===== src/rtl/fetch_hazard_ctrl_pkg.sv =====
// Shared encodings for the fetch hazard controller: PCSrc selects, FSM states, NOP word.
package fetch_hazard_ctrl_pkg;

    localparam logic [1:0] PCSRC_SEQ = 2'b00;
    localparam logic [1:0] PCSRC_BR  = 2'b01;
    localparam logic [1:0] PCSRC_JMP = 2'b10;
    localparam logic [1:0] PCSRC_FOR = 2'b11;

    localparam logic [15:0] NOP = 16'h0000;

    typedef enum logic [1:0] {
        ST_RUN      = 2'd0,
        ST_LU_STALL = 2'd1,
        ST_MEM_WAIT = 2'd2,
        ST_KILL     = 2'd3
    } state_e;

    // Redirect target select when several sources fire together: for > jump > branch.
    function automatic logic [1:0] redirect_pcsrc(input logic for_taken,
                                                  input logic jump,
                                                  input logic branch_taken);
        if (for_taken)         return PCSRC_FOR;
        else if (jump)         return PCSRC_JMP;
        else if (branch_taken) return PCSRC_BR;
        else                   return PCSRC_SEQ;
    endfunction

endpackage


===== src/rtl/fetch_hazard_ctrl_load_use_detect.sv =====
// Load-use comparator: flags an ID source that depends on the load now in EX.
module load_use_detect
    import fetch_hazard_ctrl_pkg::*;
#(
    parameter int REG_ADDR_W = 3
) (
    input  logic                  ex_mem_read,
    input  logic [REG_ADDR_W-1:0] ex_rd,
    input  logic [REG_ADDR_W-1:0] id_rs1,
    input  logic [REG_ADDR_W-1:0] id_rs2,
    input  logic                  id_use_rs1,
    input  logic                  id_use_rs2,
    output logic                  load_use
);

    logic rs1_hit;
    logic rs2_hit;

    assign rs1_hit  = id_use_rs1 && (id_rs1 == ex_rd);
    assign rs2_hit  = id_use_rs2 && (id_rs2 == ex_rd);
    // Register 0 is hardwired, so a load targeting it never creates a dependency.
    assign load_use = ex_mem_read && (ex_rd != '0) && (rs1_hit || rs2_hit);

endmodule


===== src/rtl/fetch_hazard_ctrl.sv =====
// Fetch-stage sequencer: advance / stall / redirect-and-kill, plus stall and flush statistics.
// Statistics counters are built only when FETCH_HAZARD_STATS_EN is defined.
module fetch_hazard_ctrl
    import fetch_hazard_ctrl_pkg::*;
#(
    parameter int KILL_CYCLES = 1,
    parameter int REG_ADDR_W  = 3,
    parameter int CNT_W       = 16
) (
    input  logic                  clk,
    input  logic                  rst_n,
    input  logic                  mem_busy,
    input  logic                  ex_mem_read,
    input  logic [REG_ADDR_W-1:0] ex_rd,
    input  logic [REG_ADDR_W-1:0] id_rs1,
    input  logic [REG_ADDR_W-1:0] id_rs2,
    input  logic                  id_use_rs1,
    input  logic                  id_use_rs2,
    input  logic                  id_branch_taken,
    input  logic                  id_jump,
    input  logic                  id_for_taken,
    output logic [1:0]            PCSrc,
    output logic                  stall,
    output logic                  kill,
    output logic                  id_bubble,
    output logic [CNT_W-1:0]      stall_count,
    output logic [CNT_W-1:0]      flush_count
);

    // kill_cnt counts the extra KILL cycles already spent; leave when it reaches this value.
    localparam logic [1:0] KILL_LAST = 2'(KILL_CYCLES - 2);

    state_e     state_q, state_d;
    logic [1:0] kill_cnt_q, kill_cnt_d;
    logic       load_use;
    logic       redirect;
    logic       accept;

    load_use_detect #(
        .REG_ADDR_W (REG_ADDR_W)
    ) u_load_use_detect (
        .ex_mem_read (ex_mem_read),
        .ex_rd       (ex_rd),
        .id_rs1      (id_rs1),
        .id_rs2      (id_rs2),
        .id_use_rs1  (id_use_rs1),
        .id_use_rs2  (id_use_rs2),
        .load_use    (load_use)
    );

    assign redirect = id_for_taken || id_jump || id_branch_taken;

    always_comb begin
        // NOTE: every output and next-state gets a default first so no path infers a latch.
        state_d    = state_q;
        kill_cnt_d = kill_cnt_q;
        PCSrc      = PCSRC_SEQ;
        stall      = 1'b0;
        kill       = 1'b0;
        id_bubble  = 1'b0;
        accept     = 1'b0;

        if (rst_n) begin
            if (state_q == ST_KILL) begin
                // Wrong-path cycles: redirect inputs are ignored; a memory wait freezes the count.
                kill = 1'b1;
                if (mem_busy) begin
                    stall = 1'b1;
                end else if (kill_cnt_q == KILL_LAST) begin
                    state_d    = ST_RUN;
                    kill_cnt_d = 2'd0;
                end else begin
                    kill_cnt_d = kill_cnt_q + 2'd1;
                end
            end else if (mem_busy) begin
                stall   = 1'b1;
                state_d = ST_MEM_WAIT;
            end else if ((state_q != ST_LU_STALL) && load_use) begin
                stall     = 1'b1;
                id_bubble = 1'b1;
                state_d   = ST_LU_STALL;
            end else if (redirect) begin
                PCSrc      = redirect_pcsrc(id_for_taken, id_jump, id_branch_taken);
                kill       = 1'b1;
                accept     = 1'b1;
                kill_cnt_d = 2'd0;
                state_d    = (KILL_CYCLES > 1) ? ST_KILL : ST_RUN;
            end else begin
                state_d = ST_RUN;
            end
        end
    end

    always_ff @(posedge clk) begin
        // NOTE: reset is sampled on the clock edge, not in the sensitivity list.
        if (!rst_n) begin
            state_q    <= ST_RUN;
            kill_cnt_q <= 2'd0;
        end else begin
            state_q    <= state_d;
            kill_cnt_q <= kill_cnt_d;
        end
    end

`ifdef FETCH_HAZARD_STATS_EN
    logic [CNT_W-1:0] stall_count_q, stall_count_d;
    logic [CNT_W-1:0] flush_count_q, flush_count_d;

    // Both counters wrap naturally at 2^CNT_W.
    always_comb begin
        stall_count_d = stall_count_q + CNT_W'(stall);
        flush_count_d = flush_count_q + CNT_W'(accept);
    end

    always_ff @(posedge clk) begin
        if (!rst_n) begin
            stall_count_q <= '0;
            flush_count_q <= '0;
        end else begin
            stall_count_q <= stall_count_d;
            flush_count_q <= flush_count_d;
        end
    end

    assign stall_count = stall_count_q;
    assign flush_count = flush_count_q;
`else
    assign stall_count = '0;
    assign flush_count = '0;
`endif

endmodule


===== config.mk =====
export PLATFORM = sky130hd
export DESIGN_NAME = fetch_hazard_ctrl
export DESIGN_NICKNAME = d
export VERILOG_FILES = /design/src/rtl/fetch_hazard_ctrl_pkg.sv /design/src/rtl/fetch_hazard_ctrl_load_use_detect.sv /design/src/rtl/fetch_hazard_ctrl.sv
export SDC_FILE = /design/constraint.sdc
export NUM_CORES = 1
export LEC_CHECK = 0
export CAP_MARGIN = 5
export CORE_ASPECT_RATIO = 1.4
export CORE_MARGIN = 8
export CORE_UTILIZATION = 28
export DETAILED_ROUTE_END_ITERATION = 8
export PLACE_DENSITY_LB_ADDON = 0.2
export RECOVER_POWER = 100
export SKIP_LAST_GASP = 1
export SLEW_MARGIN = 10
export SYNTH_ARGS = -nofsm -noshare
export SYNTH_HDL_FRONTEND = slang
export SYNTH_SLANG_ARGS = --single-unit

===== constraint.sdc =====
create_clock -name clk -period 2.2 [get_ports clk]
set_input_delay 0.44 -clock clk [delete_from_list [all_inputs] [get_ports clk]]
set_output_delay 0.44 -clock clk [all_outputs]
set_load 0.02 [all_outputs]

# Word level (Yosys, flattened, before mapping)
# Cells that the tools add are included.
[word_totals]
mem_bits_rw = 0
output_inout_bits = 37
wordCells = 56
romBits = 0
n_memories = 0
latchBits = 0
register_bits = 4
[op_classes]
add_sub_neg = 1
shifts = 0
div = 0
reduce_logical = 12
mul = 0
n_eq_ne = 8
bitwise_logic = 1
n_lt_le_gt_ge = 0
mux = 32
[ops]
columns = ["cell", "count"]
rows = [
  ["$mux 2", 17],
  ["$mux 1", 15],
  ["$eq 3x3->1", 2],
  ["$logic_and 1x1->1", 5],
  ["$eq 2x2->1 const B", 2],
  ["$ne 2x1->1 const B", 2],
  ["$ne 2x2->1 const B", 2],
  ["$logic_or 1x1->1", 3],
  ["$reduce_and 3->1", 1],
  ["$reduce_bool 3->1", 1],
  ["$add 2x1->2 const B", 1],
  ["$reduce_and 2->1", 1],
  ["$reduce_bool 2->1", 1],
  ["$not 1->1", 1],
]

# Logic depth before layout (Yosys ltp)
[depth]
word_depth = 9
ltp_mapped = 5
depth_no_buf = 5

# Cells and area by module
# From an unflattened synthesis, not the netlist that was laid out.
[hier_totals]
hier_cells = 79
hier_area_um2 = 581.8
[modules_own_cells]
columns = ["mod", "area_per_inst_um2", "instances", "cells_per_inst", "seq_area_each_um2"]
rows = [
  ["fetch_hazard_ctrl", 504.2, 1, 69, 80.1],
  ["load_use_detect", 77.6, 1, 10, 0.0],
]

# Worst setup path before layout
# Ideal clock, no wire load.
[synth_timing]
kind = "input to output"
startpoint = "in ex_rd[1]"
endpoint = "out stall"
path_slack_ns = 0.129
required_ns = 1.760
t_arrival_ns = 1.631
stages = 5
path_cell_list = "xnor2_1 nand4_1 a2111oi_4 nor2_1 nor2b_1"
[synth_between]
elab_chain_cells = 9
[synth_rtl]
columns = ["element", "line", "rtl"]
rows = [
  ["start: declaration", "fetch_hazard_ctrl.sv:14", "input logic [REG_ADDR_W-1:0] ex_rd,"],
  ["$eq 3x3->1, on equally long branches", "fetch_hazard_ctrl_load_use_detect.sv:19, fetch_hazard_ctrl_load_use_detect.sv:20", ""],
  ["$logic_and 1x1->1, on equally long branches", "fetch_hazard_ctrl_load_use_detect.sv:19, fetch_hazard_ctrl_load_use_detect.sv:20", ""],
  ["$logic_or 1x1->1", "fetch_hazard_ctrl_load_use_detect.sv:22", "assign load_use = ex_mem_read && (ex_rd != '0) && (rs1_hit || rs2_hit);"],
  ["$logic_and 1x1->1 *", "fetch_hazard_ctrl_load_use_detect.sv:22", ""],
  ["$logic_and 1x1->1 *", "fetch_hazard_ctrl.sv:78", "end else if ((state_q != ST_LU_STALL) && load_use) begin"],
  ["$mux 1 *", "fetch_hazard_ctrl.sv:78", ""],
  ["$mux 1 *", "fetch_hazard_ctrl.sv:75", "end else if (mem_busy) begin"],
  ["$mux 1 *", "fetch_hazard_ctrl.sv:64", "if (state_q == ST_KILL) begin"],
  ["$mux 1 *", "fetch_hazard_ctrl.sv:63", "if (rst_n) begin"],
  ["end: declaration", "fetch_hazard_ctrl.sv:23", "output logic stall,"],
]
# Every way passes the cells marked *; elsewhere a longest branch is shown, timed or not.

# Worst setup path in the final report
[layout_timing]
startpoint = "in id_jump"
endpoint = "out kill"
[layout_between]
elab_chain_cells = 7
[layout_rtl]
columns = ["element", "line", "rtl"]
rows = [
  ["start: declaration", "fetch_hazard_ctrl.sv:20", "input logic id_jump,"],
  ["$logic_or 1x1->1 (2 in a row)", "fetch_hazard_ctrl.sv:51", "assign redirect = id_for_taken || id_jump || id_branch_taken;"],
  ["$mux 1", "fetch_hazard_ctrl.sv:82", "end else if (redirect) begin"],
  ["$mux 1", "fetch_hazard_ctrl.sv:78", ""],
  ["$mux 1", "fetch_hazard_ctrl.sv:75", ""],
  ["$mux 1", "fetch_hazard_ctrl.sv:64", ""],
  ["$mux 1", "fetch_hazard_ctrl.sv:63", ""],
  ["end: declaration", "fetch_hazard_ctrl.sv:24", "output logic kill,"],
]
# No other way between the ends.

==> results.tsv <==
metric	value	unit
outcome	finished clean	
crit path max fanout	2	
Cell Pwr Density	379	nW/µm²
Switching Fraction	37.7	%
EDFF count, synth	0	
area leader, netlist	buf_4	
I/O pins	55	
total CTS buffers	3	
largest net degree at the start of global routing	11	
clk slew on worst S/H paths	40	ps
row count	20	
count leader, synth	buf_4	
multi-input logic area	410	µm²
root buffer cell	clkbuf_4	
top post-synthesis cells by area	buf_4, dfxtp_1, xnor2_1	
final hold violations	0	
top post-synthesis cells by count	buf_4, nand2_1, xnor2_1	
Crit. End Element	output pin	
final cycle utilization of the critical path	95.9	%
die extent in x	55.2	µm
CTS tree	yes	
area grow syn2layout	34.9	%
placed cell areas	788	µm²
core region area	2100	µm²
Avg WL per Cell	11.7	µm
overall power	0.308	mW
Crit Path Category	input port to output pin	
RSZ-0062 raised after global routing	yes	
Post-Synthesis Cell Area	602	µm²
Detailed Route WL	1.52	mm
Initial DRC Count	1	
synth warn	0	
Pleak	0.415	nW
Via Count	510	
final setup margin	91.1	ps
GP Congestion	0.680	
Port Buf Inserts	22	
antenna cells	0	
via/cell ratio	3.92	
FF+latch count, synth	4	
Max-Cap Viols	0	
Logic pwr share	46.7	%
register area	80.1	µm²
pre-CTS WS	-831	ps
Post-synth ARST share	0	%
Clock Skew	0.0410	ps
Setup-failing EPs final	0	
H-tree depth	1	
clk_lat worst skew	230	ps
layout cells sized above 1	32.4	%
# fillers	228	
Die Height	70.9	µm
Final Cell Area	812	µm²
Die ar.	3910	µm²
clock power share	28.9	%
Sum Neg Setup Slack	0	ps
Max Clk Rate	474	MHz
Synth cell types	25	
clock net sink count	4	
DRT Pass-1 Iters	2	
CP Data Required Time	1760	ps
aggregate global-route resource usage	7.06	%
DRC	0	
Tmin final	2110	ps
dpl hpwl	1.32	mm
maximum VDD drop	0.000372	V
Post-DRT Antenna Nets	0	
Pint	0.192	mW
Primary FF master, synth	dfxtp_1	
vias in the first global route	550	
clock tree buffer depth	2	
grt ovf	0	
Net Switching	0.116	mW
initial core utilization	28.6	%
Mapped Cells	75	
first-pass GRT wire length	2.23	mm
Avg Inst Size Synth	8.02	µm²
Worst Path Arrival	1670	ps
final net count	129	
Slew Limit Fails	0	
Yosys top cell area share	39.9	%
register share of total power	24.5	%
Hold WC Path Type	flip-flop to flip-flop	
sequential area share after synthesis	13.3	%
initial antenna violation count	0	
Worst Setup Start Kind	input port	
-- sequential cells by signal (all words and copies together) (netlist names) --
| signal | count |
|---|---|
| kill_cnt_q | 2 |
| state_q | 2 |
-- power groups by stage --
| stage | Sequential (mW) | Combinational [mW] | Clock (mW) |
|---|---|---|---|
| after floorplan | 0.0761 | 0.127 | 0 |
| after global placement | 0.0765 | 0.141 | 0 |
| after detailed placement | 0.0765 | 0.141 | 0 |
| after CTS | 0.0754 | 0.132 | 0.0925 |
| after global routing | 0.0753 | 0.155 | 0.0997 |
| final | 0.0753 | 0.143 | 0.0888 |
-- per-layer routing --
layer	GRT usage (%)	wire (µm)	vias up
met3	4.40	212	0
li1	-	-	255
met1	5.97	506	224
met2	13.3	801	31
met5	0	0	-
met4	0.804	0	0
-- kinds of logic after synthesis --
group | count (synthesis) | share of synthesized area (%)
flops | 4 | 13.3
mux | 1 | 1.66
simple gates | 19 | 18.1
compound gates | 8 | 13.5
xor+xnor | 6 | 8.73
buf+inv | 35 | 42.0
fa+ha+maj | 1 | 2.08
other cells | 1 | 0.623
-- worst max-delay path: stages --
cell and delay [ps]:
clkdlybuf4s50_1 420, a2111oi_0 430, buf_4 190, nor3_1 40
buf_2 150
-- worst paths after layout --
| path | startpoint | end | slack, ps | depth (start not counted) |
|---|---|---|---|---|
| worst max-delay path | id_jump | kill | 90 | 5 |
| worst max register to register | state_q[0]$_SDFFE_PN0P_ | kill_cnt_q[0]$_SDFFE_PN0P_ | 740 | 4 |
| worst min-delay path | kill_cnt_q[1]$_SDFFE_PN0P_ | kill_cnt_q[1]$_SDFFE_PN0P_ | 460 | 2 |
| worst min register to register | kill_cnt_q[1]$_SDFFE_PN0P_ | kill_cnt_q[1]$_SDFFE_PN0P_ | 460 | 2 |
-- repair_timing --
item | CTS | global route
endpoints found under the setup margin | 5 | 5
resized for setup | 56 | 16
pin swaps | 11 | 7
hold buffers | 0 | 0
buffers inserted | 1 | 0
hold endpoints to repair | 0 | 0
-- area by class of cell --
class	count	share of cell area [%]
Sequential cell	4	9.86
Timing Repair Buffer	32	32.5
Inverter	2	0.924
Clock buffer	3	2.77
Tap cell	22	3.39
Multi-Input combinational cell	67	50.5
-- stage by stage --
stage               hold WS, ps  instances  utilization, %
global placement            449        126            37.5
detailed placement          456        126            37.5
global route                499        130            38.6
finish                      460        130            38.6
CTS                         461        130            36.7
floorplan                   432        106               -
-- layout by cell type, fill, tap and decap left out, types with 2 or more instances in the layout --
master	count
buf_8	3
nor2b_1	2
o2111a_1	2
clkdlybuf4s50_1	5
xnor2_1	3
nor3_1	2
clkbuf_2	3
xnor2_2	3
and2_1	2
dfxtp_1	4
inv_1	2
conb_1	32
nand2_1	6
clkbuf_4	3
buf_4	12
buf_2	5
nand4_1	2
dlygate4sd2_1	2
(Power assumes the default switching activity.)
